[src/rtl/regfile_pkg.sv]
`default_nettype none
// ============================================================================
// Module : regfile_pkg
// Brief  : Shared widths and FSM state encodings for the register-file write port.
// Rev    : 1.0  initial release
// ============================================================================
package regfile_pkg;

    localparam int DEF_DATA_W = 32;
    localparam int DEF_SEL_W  = 5;

    localparam logic [1:0] ST_RUN   = 2'd0;
    localparam logic [1:0] ST_FLUSH = 2'd1;
    localparam logic [1:0] ST_CLEAR = 2'd2;

endpackage
`default_nettype wire

[src/rtl/regfile_req_fifo.sv]
`default_nettype none
// ============================================================================
// Module : regfile_req_fifo
// Brief  : Synchronous request FIFO; push when full and pop when empty are ignored.
// Rev    : 1.0  initial release
// ============================================================================
module regfile_req_fifo #(
    parameter  int DEPTH = 4,
    parameter  int WIDTH = 37,
    localparam int PTR_W = $clog2(DEPTH),
    localparam int LVL_W = PTR_W + 1
) (
    input  logic             clk,
    input  logic             rst,
    input  logic             push,
    input  logic [WIDTH-1:0] push_data,
    input  logic             pop,
    output logic [WIDTH-1:0] pop_data,
    output logic             full,
    output logic             empty,
    output logic [LVL_W-1:0] level
);

    logic [WIDTH-1:0] r_mem [DEPTH];
    logic [PTR_W-1:0] r_wr_ptr;
    logic [PTR_W-1:0] r_rd_ptr;
    logic [LVL_W-1:0] r_level;
    logic             w_push;
    logic             w_pop;

    assign full     = (r_level == LVL_W'(DEPTH));
    assign empty    = (r_level == '0);
    assign level    = r_level;
    assign pop_data = r_mem[r_rd_ptr];

    assign w_push = push && !full;
    assign w_pop  = pop && !empty;

    // Storage carries no reset; validity is tracked entirely by the pointers.
    always_ff @(posedge clk) begin
        if (w_push) begin
            r_mem[r_wr_ptr] <= push_data;
        end
    end

    always_ff @(posedge clk or posedge rst) begin
        if (rst) begin
            r_wr_ptr <= '0;
            r_rd_ptr <= '0;
            r_level  <= '0;
        end else begin
            if (w_push) begin
                r_wr_ptr <= r_wr_ptr + PTR_W'(1);
            end
            if (w_pop) begin
                r_rd_ptr <= r_rd_ptr + PTR_W'(1);
            end
            if (w_push && !w_pop) begin
                r_level <= r_level + LVL_W'(1);
            end else if (w_pop && !w_push) begin
                r_level <= r_level - LVL_W'(1);
            end
        end
    end

endmodule
`default_nettype wire

[src/rtl/regfile_write_port.sv]
`default_nettype none
// ============================================================================
// Module : regfile_write_port
// Brief  : Buffered write driver for the register file with a zero-sweep mode.
//          Optional REGFILE_R0_ZERO_EN: requests to register 0 are accepted but dropped.
// Rev    : 1.0  initial release
// ============================================================================
module regfile_write_port
    import regfile_pkg::*;
#(
    parameter  int DATA_W     = DEF_DATA_W,
    parameter  int SEL_W      = DEF_SEL_W,
    parameter  int DEPTH      = 4,
    parameter  int CLR_ON_RST = 1,
    localparam int LVL_W      = $clog2(DEPTH) + 1
) (
    input  logic              clk,
    input  logic              rst,
    input  logic              req_valid,
    output logic              req_ready,
    input  logic [SEL_W-1:0]  req_sel,
    input  logic [DATA_W-1:0] req_data,
    input  logic              clr_req,
    output logic              busy,
    output logic [LVL_W-1:0]  level,
    output logic              w_en,
    output logic [SEL_W-1:0]  w_sel,
    output logic [DATA_W-1:0] d
);

    localparam logic [1:0] RST_STATE = (CLR_ON_RST != 0) ? ST_CLEAR : ST_RUN;
    localparam int         ENTRY_W   = SEL_W + DATA_W;

    logic [1:0]         r_state;
    logic [1:0]         w_next_state;
    logic [SEL_W-1:0]   r_clr_k;
    logic               w_accept;
    logic               w_store;
    logic               w_pop;
    logic               w_fifo_full;
    logic               w_fifo_empty;
    logic [ENTRY_W-1:0] w_pop_data;

    assign busy      = (r_state != ST_RUN);
    assign req_ready = (r_state == ST_RUN) && !w_fifo_full;
    assign w_accept  = req_valid && req_ready;

`ifdef REGFILE_R0_ZERO_EN
    assign w_store = w_accept && (req_sel != '0);
`else
    assign w_store = w_accept;
`endif

    // The sweep never pops, so anything queued stays put until RUN resumes.
    assign w_pop = (r_state != ST_CLEAR) && !w_fifo_empty;

    regfile_req_fifo #(
        .DEPTH (DEPTH),
        .WIDTH (ENTRY_W)
    ) u_fifo (
        .clk       (clk),
        .rst       (rst),
        .push      (w_store),
        .push_data ({req_sel, req_data}),
        .pop       (w_pop),
        .pop_data  (w_pop_data),
        .full      (w_fifo_full),
        .empty     (w_fifo_empty),
        .level     (level)
    );

    always_comb begin
        w_next_state = r_state;
        case (r_state)
            ST_RUN: begin
                // A request stored on the same edge must still drain ahead of the sweep.
                if (clr_req) begin
                    w_next_state = (w_fifo_empty && !w_store) ? ST_CLEAR : ST_FLUSH;
                end
            end
            ST_FLUSH: begin
                if (level <= LVL_W'(1)) begin
                    w_next_state = ST_CLEAR;
                end
            end
            ST_CLEAR: begin
                if (r_clr_k == {SEL_W{1'b1}}) begin
                    w_next_state = ST_RUN;
                end
            end
            default: w_next_state = ST_RUN;
        endcase
    end

    always_ff @(posedge clk or posedge rst) begin
        if (rst) begin
            r_state <= RST_STATE;
            r_clr_k <= '0;
            w_en    <= 1'b0;
            w_sel   <= '0;
            d       <= '0;
        end else begin
            r_state <= w_next_state;
            if (r_state == ST_CLEAR) begin
                // Counter wraps back to zero after the last register, ready for the next sweep.
                w_en    <= 1'b1;
                w_sel   <= r_clr_k;
                d       <= '0;
                r_clr_k <= r_clr_k + SEL_W'(1);
            end else if (w_pop) begin
                w_en  <= 1'b1;
                w_sel <= w_pop_data[DATA_W +: SEL_W];
                d     <= w_pop_data[DATA_W-1:0];
            end else begin
                w_en <= 1'b0;
            end
        end
    end

endmodule
`default_nettype wire
[config.mk]
export PLATFORM = sky130hd
export DESIGN_NAME = regfile_write_port
export DESIGN_NICKNAME = d
export VERILOG_FILES = /design/src/rtl/regfile_pkg.sv /design/src/rtl/regfile_req_fifo.sv /design/src/rtl/regfile_write_port.sv
export SDC_FILE = /design/constraint.sdc
export NUM_CORES = 1
export LEC_CHECK = 0
export CAP_MARGIN = 25
export CORE_ASPECT_RATIO = 1.4
export CORE_MARGIN = 5
export CORE_UTILIZATION = 57
export CTS_BUF_LIST = sky130_fd_sc_hd__clkbuf_8
export CTS_CLUSTER_SIZE = 25
export DETAILED_ROUTE_END_ITERATION = 8
export PLACE_DENSITY_LB_ADDON = 0.15
export SYNTH_ARGS = -nofsm -noshare
export SYNTH_HDL_FRONTEND = slang
export SYNTH_SLANG_ARGS = --single-unit
export TNS_END_PERCENT = 10
[constraint.sdc]
create_clock -name clk -period 2.82 [get_ports clk]
set_input_delay 0.423 -clock clk [delete_from_list [all_inputs] [get_ports clk]]
set_output_delay 0.423 -clock clk [all_outputs]
set_load 0.02 [all_outputs]
==> reports/results.ini <==
[detailed_routing]
drt-vias-per-instance=5.82
post_drt_wl_per_cell_um=21.5
drtPass1Iterations=4
wirelength_um=13500
vias=3647
ant_nets=0
route.detailed.drc=0
drt_iter0_drc=162

[synth]
ys_top_cells_by_count=edfxtp_1, dfrtp_1, mux4_2
synth_area_sq_um=7510
ys_seq_area_share_pct=76.5
yosys.area.top_type=edfxtp_1
syn_avg_cell_area_sq_um=20.6
synth_edf_count=148
syn-num-nets=416
synthArstFlopShare_pct=26.0
synth_cells=364
ys.flop_type=edfxtp_1
synth.area.top_cells=edfxtp_1, dfrtp_1, mux4_2
synth_top_cell_area_share_pct=59.2
synth_cell_types=32
synth_warnings=0
synthMostInstantiatedCell=edfxtp_1
synth-seq-cells=200

[global_routing]
grtUsageTotal_pct=18.5
grt_first_pass_wirelength_um=21400
grt_overflow=0
antenna_found_initial=0
grt_start_max_net_pins=38
grt_pass1_vias=4018

[clocking]
htreeDepth=4
cts_resized=0
clk_pin_slew_worst_paths_ps=100
clock-root-buffer=clkbuf_8
numCtsBuffers=17
holdBufCountCts=0
postCtsSetupRepairBufs=0
clk_latency_ps=450
cts_buffer_depth=2
cts_tree=yes
clock-sinks=200

[pwr]
seqPwrFrac_pct=46.8
p_clk_share_pct=18.2
p_int_mw=6.07
ir_drop_v=0.000604
leakage_nw=3.26
powerDensity_nw_per_um2=1000
switching_share_pct=32.6
switchingPower_mw=2.94
comb_power_share_pct=35.0

[placement]
gp_congestion=0.740
dp_cells=595
hpwl_um=8410
io_buffers=83

[final_layout]
stdcell_count=627
diodes=0
nets=513
drive_above_1_share_pct=18.4
area_growth_pct=19.5

[die]
rows=49
chipWidth_um=107
start_util_pct=58.3
die_h_um=146
die-area_sq_um=15600
ioPinCount=84
coreArea_sq_um=12900

[timing]
hold_violations=0
period_needed_ps=2620
slew_violations=0
slew_headroom_pct=41.6
fmax_ghz=0.382
skew_ps=12.7
worstMarginPinSlew_ps=873
setup_viol=0
rsz0062_at_grt=no
whs_ps=324
fin_crit_sh_pct=92.9

[run]
cap_viol_max_count=0

[setup_path]
critical-path-max-stage-delay_ps=600
crit_chain=inv_1 -> ha_1 -> a211oi_1 -> buf_4 -> clkdlybuf4s50_1
critical_path_class=reg2out
cp_data_required_time_ps=2400
crit_arrival_ps=2200
cp_max_fo=7
cp-start-kind=register
slowest_stage=clkdlybuf4s50_1
critical_path.endpoint_type=output pin

[run_status]
status=finished, final reports clean

[hold_path]
hp-class=in2async

==> path summary, 6_finish.rpt <==
kind / from / end / slack [ps] / cells past startpoint
setup reg to reg: u_fifo.level[1]$_DFFE_PP0P_ / u_fifo.level[2]$_DFFE_PP0P_ / 280 / 8
hold / removal: rst / d[25]$_DFFE_PP0P_ / 320 / 2
setup / recovery: u_fifo.level[1]$_DFFE_PP0P_ / req_ready / 200 / 5
hold reg to reg: r_clr_k[3]$_DFFE_PP0P_ / r_clr_k[3]$_DFFE_PP0P_ / 500 / 1
max in group asynchronous: rst / r_state[1]$_DFFE_PP1P_ / 1870 / 3
min in group clk: r_clr_k[3]$_DFFE_PP0P_ / r_clr_k[3]$_DFFE_PP0P_ / 500 / 1
==> sequential cells by signal, summed over array words and instances, names as in the netlist <==
signal / count
w_en: 1
u_fifo.r_mem: 148
u_fifo.level: 3
w_sel: 5
r_state: 2
d: 32
u_fifo.r_wr_ptr: 2
u_fifo.r_rd_ptr: 2
r_clr_k: 5
==> cells by family after synthesis <==
| group | Yosys count | share of synthesized area (%) |
|---|---|---|
| adders and majority gates | 11 | 1.83 |
| and+or+nand+nor | 34 | 2.33 |
| muxes | 38 | 11.4 |
| buffers and inverters | 26 | 1.72 |
| xor gates and xnor gates | 9 | 1.05 |
| DFF | 200 | 76.5 |
| AOI/OAI and AO/OA | 46 | 5.10 |
==> final cells by class <==
class / count / area (sq um)
clock inverter: 14 / 115
sequential: 200 / 5750
fill: 861 / 3900
timing repair buffer: 95 / 983
multi-input combinational: 138 / 1650
inverter: 9 / 33.8
clock buffer: 18 / 248
tap: 153 / 191
==> per-stage QoR <==
stage | setup slack (ps) | util, % | TNS [ps] | instance area [sq um] | power, mW
2_1_floorplan | -310 | - | -34400 | 7510 | 6.26
6_report | 201 | 69.7 | 0 | 8970 | 9.02
3_3_place_gp | 298 | 66.9 | 0 | 8610 | 7.40
3_5_place_dp | 202 | 66.9 | 0 | 8610 | 7.51
4_1_cts | 103 | 69.7 | 0 | 8970 | 9.14
5_1_grt | 59.9 | 69.7 | 0 | 8970 | 9.52
==> critical path: cells and delay by family, from the launching register on <==
kind	cells	cell delay (ps)
buffers and inverters	3	880
flip-flops	1	430
AO/OA/AOI/OAI	1	230
adder cells (fa/ha/maj)	1	210
==> layer usage <==
layer / wire, um / vias up / global-route usage, %
li1: - / 1656 / -
met1: 5540 / 1904 / 22.8
met2: 7360 / 71 / 32.7
met3: 380 / 16 / 4.31
met4: 212 / 0 / 5.37
met5: 0 / - / 0
==> power groups by stage <==
stage | combinational, mW | clock (mW) | sequential (mW)
after floorplan | 1.87 | 0 | 4.39
after global placement | 3.14 | 0 | 4.26
after detailed placement | 3.21 | 0 | 4.29
after CTS | 3.22 | 1.69 | 4.23
after global routing | 3.40 | 1.82 | 4.30
final | 3.15 | 1.64 | 4.22
==> layout by cell type (no fill, tap or decap), types with 5 or more instances in the layout <==
cell type and instances:
ha_1 11, inv_6 6, xnor2_1 7, nand2_1 10, buf_4 7, clkbuf_8 18
and3_1 6, dfrtp_1 48, mux4_2 33, edfxtp_1 148, clkdlybuf4s50_1 83, buf_12 5
inv_1 9, clkinv_4 5, a22o_1 32
Note: power is estimated with default switching activity, not from simulation.
